===== src/rtl/int_ctrl_vec.sv =====
// Interrupt/exception controller for the single-cycle RISC-V core.
// Chooses PC redirects for traps and mret, and holds mepc, mcause and the one-level trap state.
module int_ctrl_vec #(
   parameter int N_INT       = 4,
   parameter int XLEN        = 32,
   parameter bit VECTORED    = 1'b1,
   parameter int SYNC_STAGES = 2
) (
   input  logic             clk,
   input  logic             rst,
   input  logic [N_INT-1:0] int_src,
   input  logic             ecall,
   input  logic             ill_instr,
   input  logic             mret,
   input  logic [XLEN-1:0]  pc_cur,
   input  logic [XLEN-1:0]  pc_next,
   input  logic             cfg_we,
   input  logic [1:0]       cfg_addr,
   input  logic [XLEN-1:0]  cfg_wdata,
   output logic [XLEN-1:0]  cfg_rdata,
   output logic             redirect,
   output logic [XLEN-1:0]  redirect_pc,
   output logic [XLEN-1:0]  mepc,
   output logic [XLEN-1:0]  mcause,
   output logic             in_trap
);
   typedef enum logic {ST_RUN, ST_TRAP} state_e;

   localparam logic [XLEN-1:0] CAUSE_ILL   = XLEN'(2);
   localparam logic [XLEN-1:0] CAUSE_ECALL = XLEN'(11);

   logic [N_INT-1:0] sync_q [SYNC_STAGES];
   logic [N_INT-1:0] sync_d [SYNC_STAGES];
   logic [N_INT-1:0] s_dly_q, s_dly_d;
   logic [N_INT-1:0] enable_q, enable_d;
   logic [N_INT-1:0] mode_q, mode_d;
   logic [N_INT-1:0] pend_q, pend_d;
   logic [XLEN-1:0]  mtvec_q, mtvec_d;
   logic [XLEN-1:0]  mepc_q, mepc_d;
   logic [XLEN-1:0]  mcause_q, mcause_d;
   state_e           state_q, state_d;

   logic [N_INT-1:0] sync_s;
   logic [N_INT-1:0] pending;
   logic [N_INT-1:0] act;
   logic [N_INT-1:0] take_mask;
   logic [N_INT-1:0] w1c_mask;
   logic [4:0]       irq_code;
   logic             take_ill;
   logic             take_ecall;
   logic             take_ret;
   logic             take_irq;
   logic [XLEN-1:0]  irq_target;
   logic             unused_wdata;

   genvar gi;
   generate
      for (gi = 0; gi < SYNC_STAGES; gi++) begin : g_sync
         if (gi == 0) begin : g_first
            assign sync_d[gi] = int_src;
         end else begin : g_rest
            assign sync_d[gi] = sync_q[gi-1];
         end
      end
   endgenerate

   assign unused_wdata = ^cfg_wdata[XLEN-1:N_INT];

   // Trap decision: combinational on registered state, fixed priority.
   always_comb begin
      sync_s    = sync_q[SYNC_STAGES-1];
      pending   = (mode_q & pend_q) | (~mode_q & sync_s);
      act       = pending & enable_q;
      take_mask = act & (~act + N_INT'(1));
      irq_code  = 5'd0;
      for (int i = N_INT - 1; i >= 0; i--) begin
         if (act[i]) begin
            irq_code = 5'(16 + i);
         end
      end

      take_ill   = ill_instr | (mret & (state_q == ST_RUN));
      take_ecall = ecall & ~take_ill;
      take_ret   = mret & (state_q == ST_TRAP) & ~ill_instr & ~ecall;
      take_irq   = (state_q == ST_RUN) & (|act) & ~ill_instr & ~ecall & ~mret;

      irq_target = VECTORED ? (mtvec_q + XLEN'({irq_code, 2'b00})) : mtvec_q;

      redirect    = take_ill | take_ecall | take_ret | take_irq;
      redirect_pc = '0;
      if (take_ill || take_ecall) begin
         redirect_pc = mtvec_q;
      end else if (take_ret) begin
         redirect_pc = mepc_q;
      end else if (take_irq) begin
         redirect_pc = irq_target;
      end
   end

   always_comb begin
      state_d  = state_q;
      mepc_d   = mepc_q;
      mcause_d = mcause_q;
      if (take_ill || take_ecall) begin
         mepc_d   = pc_cur;
         mcause_d = take_ill ? CAUSE_ILL : CAUSE_ECALL;
         state_d  = ST_TRAP;
      end else if (take_ret) begin
         state_d = ST_RUN;
      end else if (take_irq) begin
         // The interrupted instruction still retires, so the return point is pc_next.
         mepc_d             = pc_next;
         mcause_d           = '0;
         mcause_d[XLEN-1]   = 1'b1;
         mcause_d[4:0]      = irq_code;
         state_d            = ST_TRAP;
      end
   end

   always_comb begin
      enable_d = enable_q;
      mode_d   = mode_q;
      mtvec_d  = mtvec_q;
      w1c_mask = '0;
      if (cfg_we) begin
         case (cfg_addr)
            2'd0:    enable_d = cfg_wdata[N_INT-1:0];
            2'd1:    mode_d   = cfg_wdata[N_INT-1:0];
            2'd2:    w1c_mask = cfg_wdata[N_INT-1:0];
            default: mtvec_d  = {cfg_wdata[XLEN-1:2], 2'b00};
         endcase
      end
      // A new edge in the same cycle as a clear leaves the bit set.
      pend_d  = (pend_q & ~(w1c_mask | (take_irq ? take_mask : '0))) | (sync_s & ~s_dly_q);
      s_dly_d = sync_s;
   end

   always_comb begin
      cfg_rdata = '0;
      case (cfg_addr)
         2'd0:    cfg_rdata[N_INT-1:0] = enable_q;
         2'd1:    cfg_rdata[N_INT-1:0] = mode_q;
         2'd2:    cfg_rdata[N_INT-1:0] = pending;
         default: cfg_rdata            = mtvec_q;
      endcase
   end

   always_ff @(posedge clk or negedge rst) begin
      if (!rst) begin
         for (int k = 0; k < SYNC_STAGES; k++) begin
            sync_q[k] <= '0;
         end
         s_dly_q  <= '0;
         enable_q <= '0;
         mode_q   <= '0;
         pend_q   <= '0;
         mtvec_q  <= '0;
         mepc_q   <= '0;
         mcause_q <= '0;
         state_q  <= ST_RUN;
      end else begin
         for (int k = 0; k < SYNC_STAGES; k++) begin
            sync_q[k] <= sync_d[k];
         end
         s_dly_q  <= s_dly_d;
         enable_q <= enable_d;
         mode_q   <= mode_d;
         pend_q   <= pend_d;
         mtvec_q  <= mtvec_d;
         mepc_q   <= mepc_d;
         mcause_q <= mcause_d;
         state_q  <= state_d;
      end
   end

   assign mepc    = mepc_q;
   assign mcause  = mcause_q;
   assign in_trap = (state_q == ST_TRAP);

endmodule


===== config.mk =====
export PLATFORM = sky130hd
export DESIGN_NAME = int_ctrl_vec
export DESIGN_NICKNAME = d
export VERILOG_FILES = /design/src/rtl/int_ctrl_vec.sv
export SDC_FILE = /design/constraint.sdc
export NUM_CORES = 1
export LEC_CHECK = 0
export CAP_MARGIN = 25
export CORE_MARGIN = 2
export CORE_UTILIZATION = 40
export CTS_BUF_LIST = sky130_fd_sc_hd__clkbuf_4 sky130_fd_sc_hd__clkbuf_8
export DETAILED_ROUTE_END_ITERATION = 10
export PLACE_DENSITY_LB_ADDON = 0.15
export SETUP_SLACK_MARGIN = 0.3
export SLEW_MARGIN = 20
export SYNTH_ARGS = -nofsm -noshare
export SYNTH_HDL_FRONTEND = slang
export SYNTH_SLANG_ARGS = --single-unit

===== constraint.sdc =====
create_clock -name clk -period 4.33 [get_ports clk]
set_input_delay 0.866 -clock clk [delete_from_list [all_inputs] [get_ports clk]]
set_output_delay 0.866 -clock clk [all_outputs]
set_load 0.01 [all_outputs]

=== Yosys cells after proc, flatten, opt, wreduce, memory -nomap -nowiden ===
Index checks and enable logic that the tools add are counted.

* Equality and inequality tests: 3
* Mux-type cells: 22
* $add $sub $neg: 2
* $lt $le $gt $ge: 0
* Div/mod/pow operators: 0
* $mul: 0
* Reductions and logical operators: 10
* Bitwise logic cells: 32
* Shift operators: 0

{| class="wikitable"
|+ Operators with widths
! cell !! number
|-
| $mux W32 || 9
|-
| $add A32 B7 Y32 || 1
|-
| $mux W28 || 1
|-
| $and A4 B4 Y4 || 6
|-
| $mux W5 || 4
|-
| $mux W4 || 4
|-
| $not A4 Y4 || 4
|-
| $or A4 B4 Y4 || 3
|-
| $pmux W4 S3 || 1
|-
| $and A1 B1 Y1 || 9
|-
| $reduce_and A2 Y1 || 4
|-
| $not A1 Y1 || 6
|-
| $add A4 B1 Y4 const B || 1
|-
| $or A1 B1 Y1 || 4
|-
| $reduce_or A4 Y1 || 1
|-
| $mux W1 || 3
|-
| $reduce_bool A3 Y1 || 1
|-
| $reduce_or A3 Y1 || 1
|-
| $eq A2 B1 Y1 const B || 1
|-
| $eq A2 B2 Y1 const B || 1
|-
| $logic_not A2 Y1 || 1
|-
| $ne A2 B1 Y1 const B || 1
|-
| $reduce_bool A2 Y1 || 1
|-
| $logic_or A1 B1 Y1 || 1
|}

* Memories kept: 0
* RAM bits: 0
* Flip-flop bits (word level): 119
* Memory bits (read-only): 0
* Input bits: 108
* Latch bits: 0
* Output and inout bits: 130

=== Longest topological paths before layout ===
* Word-level depth: 14
* Depth in mapped cells: 11
* Mapped depth without buffers: 10

=== Worst setup path before layout ===
Ideal clock, no wire load.

* Path kind: register to output
* From: register mode_q[2]
* To: output redirect_pc[18]
* Data arrival time: 2.851 ns
* Cell stages (with the launch flop): 11
* Path buffers: 1
* Setup slack: 0.613 ns
* Cells stage by stage: dfrtp_1 mux2_2 a22oi_1 nor2b_1 fa_1 a41oi_1 clkbuf_1 nor4_1 a221oi_1 o21ai_0 o211ai_1

* Cells in the longest elaborated chain, start to end: 12
* Elaborated cells between the ends (all ways): 17
* Those cells by class: 1 x add/sub; 6 x mux; 9 x bitwise; 1 x reduce/logical

{| class="wikitable"
|+ RTL lines
! element !! RTL line !! source
|-
| from (decl) || 36 || <nowiki>logic [N_INT-1:0] mode_q, mode_d;</nowiki>
|-
| from (signal assigned) || 167 || <nowiki>mode_q <= mode_d;</nowiki>
|-
| $not A4 Y4 || 72 || <nowiki>pending = (mode_q & pend_q) | (~mode_q & sync_s);</nowiki>
|-
| $and A4 B4 Y4 || 72 ||
|-
| $or A4 B4 Y4 (*) || 72 ||
|-
| $and A4 B4 Y4 (*) || 73 || <nowiki>act = pending & enable_q;</nowiki>
|-
| parallel branches: the longest is 5 deep, another holds $add A32 B7 Y32 || - ||
|-
| $mux W32 (*) || 95 || <nowiki>end else if (take_irq) begin</nowiki>
|-
| $mux W32 (*) || 93 || <nowiki>end else if (take_ret) begin</nowiki>
|-
| $mux W32 (*) || 91 || <nowiki>if (take_ill || take_ecall) begin</nowiki>
|-
| to (decl) || 22 || <nowiki>output logic [XLEN-1:0] redirect_pc,</nowiki>
|}

Mark *: on every way between the ends.

=== Worst setup path in the final report ===
* From: register mode_q[2]
* To: output redirect_pc[23]

Same word-level chain as after synthesis.

==> flow_metrics.py <==
metrics = {
    "worst_setup_path": {
        "max_stage_delay_ps": 470,
        "crit_fanout": 6,
        "reg2reg_to": "mepc[9]",
        "cp_cell_sequence": "mux2_4 > a22oi_2 > buf_4 > nor2b_4 > ha_4 > a21o_1 > a41oi_2 > buf_6 > buf_6 > or4b_4 > o31a_1 > o21ai_1 > buf_2",
        "reg2reg_from": "mode_q[2]",
        "worstSetupEndpointType": "output pin",
        "slowest_stage": "or4b_4",
        "critPathKind": "reg2out",
        "reg2reg_depth": 8,
        "worst-r2r-setup-slack_ps": 2200,
        "crit_top_cell": "buf_6",
        "cp-start-kind": "flop",
        "arrival_ps": 3360,
        "crit_required_ps": 3460,
    },
    "die": {
        "fp.dieH_um": 121,
        "io_pins": 238,
        "die-area_sq_um": 14500,
        "start_util": 0.410,
        "std_cell_rows": 42,
        "die_x_um": 121,
        "core-area_sq_um": 13200,
    },
    "place": {
        "io_buffers": 210,
        "placed_cell_area_sq_um": 7770,
        "placed_cells": 981,
        "gp_congestion": 0.830,
        "dp_slack_ps": -119,
        "hpwl_mm": 13.1,
    },
    "cts": {
        "htreeDepth": 3,
        "cts_max_path_buffers": 2,
        "path_clk_slew_ps": 90,
        "numCtsBuffers": 9,
        "cts_sinks": 92,
        "clkLatencyLatePin_ps": 370,
        "cts_tree": "yes",
        "cts_root_buf": "clkbuf_8",
    },
    "synthesis": {
        "netlist.top_cell.by_area": "dfrtp_1",
        "syn_inst": 608,
        "seq_area_frac_synth": 0.424,
        "ys.flop_type": "dfrtp_1",
        "synth_area_leaders": "dfrtp_1, mux2_2, nand2_1, nand3_1, buf_4",
        "syn_avg_cell_area_sq_um": 8.94,
        "synth_edf_count": 0,
        "yosys.area.top_type_share": 0.424,
        "ys_types": 56,
        "ys_seq_elements": 92,
        "yosys_warnings": 0,
        "synthArstFlopShare": 1.00,
        "netlist_area_sq_um": 5440,
    },
    "sta": {
        "setup-violations-final": 0,
        "post-route-period-util": 0.975,
        "finalClockSkew_ps": 9.42,
        "hold_viol_final": 0,
        "timing.final.crit_period_ps": 4220,
        "setup_ws_ps": 108,
        "worst_slew_pin_slew_ps": 908,
        "slew_violations": 0,
        "maxSlewHeadroom": 0.394,
        "timing.fmax_ghz": 0.237,
        "holdWs_ps": 353,
        "setup_tns_ps": 0,
        "rsz0062_at_grt": "yes",
    },
    "drt": {
        "routed_wl_mm": 19.1,
        "vias": 5643,
        "avgViaCountPerCell": 5.45,
        "drtIter0Drc": 389,
        "drtAntennaViolNets": 0,
        "wire_per_inst_um": 18.4,
        "drc": 0,
        "dr.pass1.iters": 5,
    },
    "layout": {
        "drive_gt1_frac": 0.229,
        "fin_util": 0.647,
        "final_area_sq_um": 8560,
        "diodes": 0,
        "final_nets": 967,
        "area_delta_synth_final_pct": 57.6,
        "instances_no_fill": 1036,
    },
    "global_routing": {
        "grt_pass1_vias": 5741,
        "grt_max_degree": 77,
        "antenna_found_initial": 0,
        "overflow": 0,
        "grt_pass1_wl_mm": 30.3,
        "grtUsageTotal": 0.267,
    },
    "status": {
        "status": "complete, no violations",
    },
    "hold_path": {
        "min_from": "sync_d[0]",
        "hold_path_end": "s_dly_d[0]",
        "hp-class": "reg2reg",
        "hold_path_depth": 0,
    },
    "pwr": {
        "powerDensity_nw_per_um2": 321,
        "p_leak_nw": 3.80,
        "total_power_mw": 2.75,
        "worst_ir_drop_vdd_mv": 0.163,
    },
    "job": {
        "drv_cap": 0,
    },
}
[synth_stat cells (all sizes together), types with 2 or more instances]
| cell type | number |
|---|---|
| nand2 | 108 |
| dfrtp | 92 |
| nand3 | 75 |
| buf | 41 |
| mux2 | 39 |
| o21ai | 32 |
| clkbuf | 31 |
| and3 | 28 |
| inv | 16 |
| a21oi | 14 |
| nor2 | 9 |
| nor4 | 9 |
| a21o | 8 |
| nand4 | 8 |
| nor3 | 8 |
| a22oi | 7 |
| or3 | 7 |
| o211ai | 6 |
| a221o | 5 |
| and2 | 4 |
| nor2b | 4 |
| nor3b | 4 |
| o41ai | 4 |
| xor2 | 4 |
| ha | 3 |
| mux2i | 3 |
| o31a | 3 |
| or4 | 3 |
| a211oi | 2 |
| a221oi | 2 |
| a222oi | 2 |
| a32oi | 2 |
| a41o | 2 |
| a41oi | 2 |
| and4 | 2 |
| mux4 | 2 |
| nor4b | 2 |
| o311ai | 2 |
[flip-flops by register name, indices dropped and copies added, names as in the netlist]
name and cells:
mcause 5, sync_d 4, s_dly_d 4, mode_q 4, pend_q 4, mtvec_q 30, in_trap 1, mepc 32
s_dly_q 4, enable_q 4
[what timing repair did]
item | in CTS | in global routing
hold buffers | 0 | 0
pin swaps | 25 | 27
endpoints found under the setup margin | 31 | 28
resized for setup | 141 | 36
buffers inserted | 27 | 11
[final cells by class]
cell class              count  area [sq um]
multi-input cells         454          3130
clock inverters             3          23.8
inverters                  16          60.1
well taps                 176           220
flip-flops and latches     92          2300
fillers                  1105          4680
clock buffers              13           154
repair buffers            282          2670
[placed cells by master, fill, tap and decap left out, drive strengths merged, types with 4 or more instances in the layout]
cell type,instances
nor2b,4
nand2,108
and3,28
or3,7
a221o,5
dfrtp,92
clkdlybuf4s50,179
conb,27
nor3b,4
a21oi,14
nor3,8
a21o,8
inv,16
buf,91
o211ai,6
and2,4
nor4,9
o21ai,32
nand3,75
a22oi,7
dlygate4sd2,6
o41ai,4
nand4,8
xor2,4
clkbuf,14
nor2,9
mux2,39
[layer usage]
layer | global-route usage | wire length (um)
met1 | 0.345 | 8040
met2 | 0.439 | 9320
met3 | 0.0764 | 1410
met4 | 0.0727 | 324
met5 | 0 | 0
[worst max-delay path, delay by kind of cell (launching register included)]
family          cells  cell delay [ps]
mux                 1              320
flops               1              430
buf+inv             4              620
compound gates      5              840
fa+ha+maj           1              250
simple gates        2              520
[worst max-delay path by stage]
| stage | slack, ps | to | start | cells after the start |
|---|---|---|---|---|
| finish | 110 | redirect_pc[23] | mode_q[2] | 13 |
| global route | -2 | redirect_pc[23] | mode_q[2] | 14 |
| CTS | 90 | redirect_pc[23] | mode_q[2] | 12 |
| detailed placement | -120 | redirect_pc[30] | mode_q[0] | 10 |
| global placement | 70 | redirect_pc[30] | mode_q[0] | 10 |
| floorplan | 610 | redirect_pc[18] | mode_q[2] | 10 |
[report_power, final]
part	internal (mW)	switching (mW)
Clock	0.236	0.310
Sequential	0.964	0.163
Combinational	0.604	0.471
Total	1.80	0.944
[kinds of logic (layout without fill, tap and decap cells)]
logic type,Yosys count,after routing,share of synthesized area
buf+inv,88,314,0.0852
xor+xnor,4,4,0.00645
flops,92,92,0.424
simple gates,274,274,0.250
compound gates,101,101,0.128
fa+ha+maj,4,4,0.0106
mux,44,44,0.0946
other cells,1,27,0.000690
No activity file was read; power rests on OpenSTA's default activity.
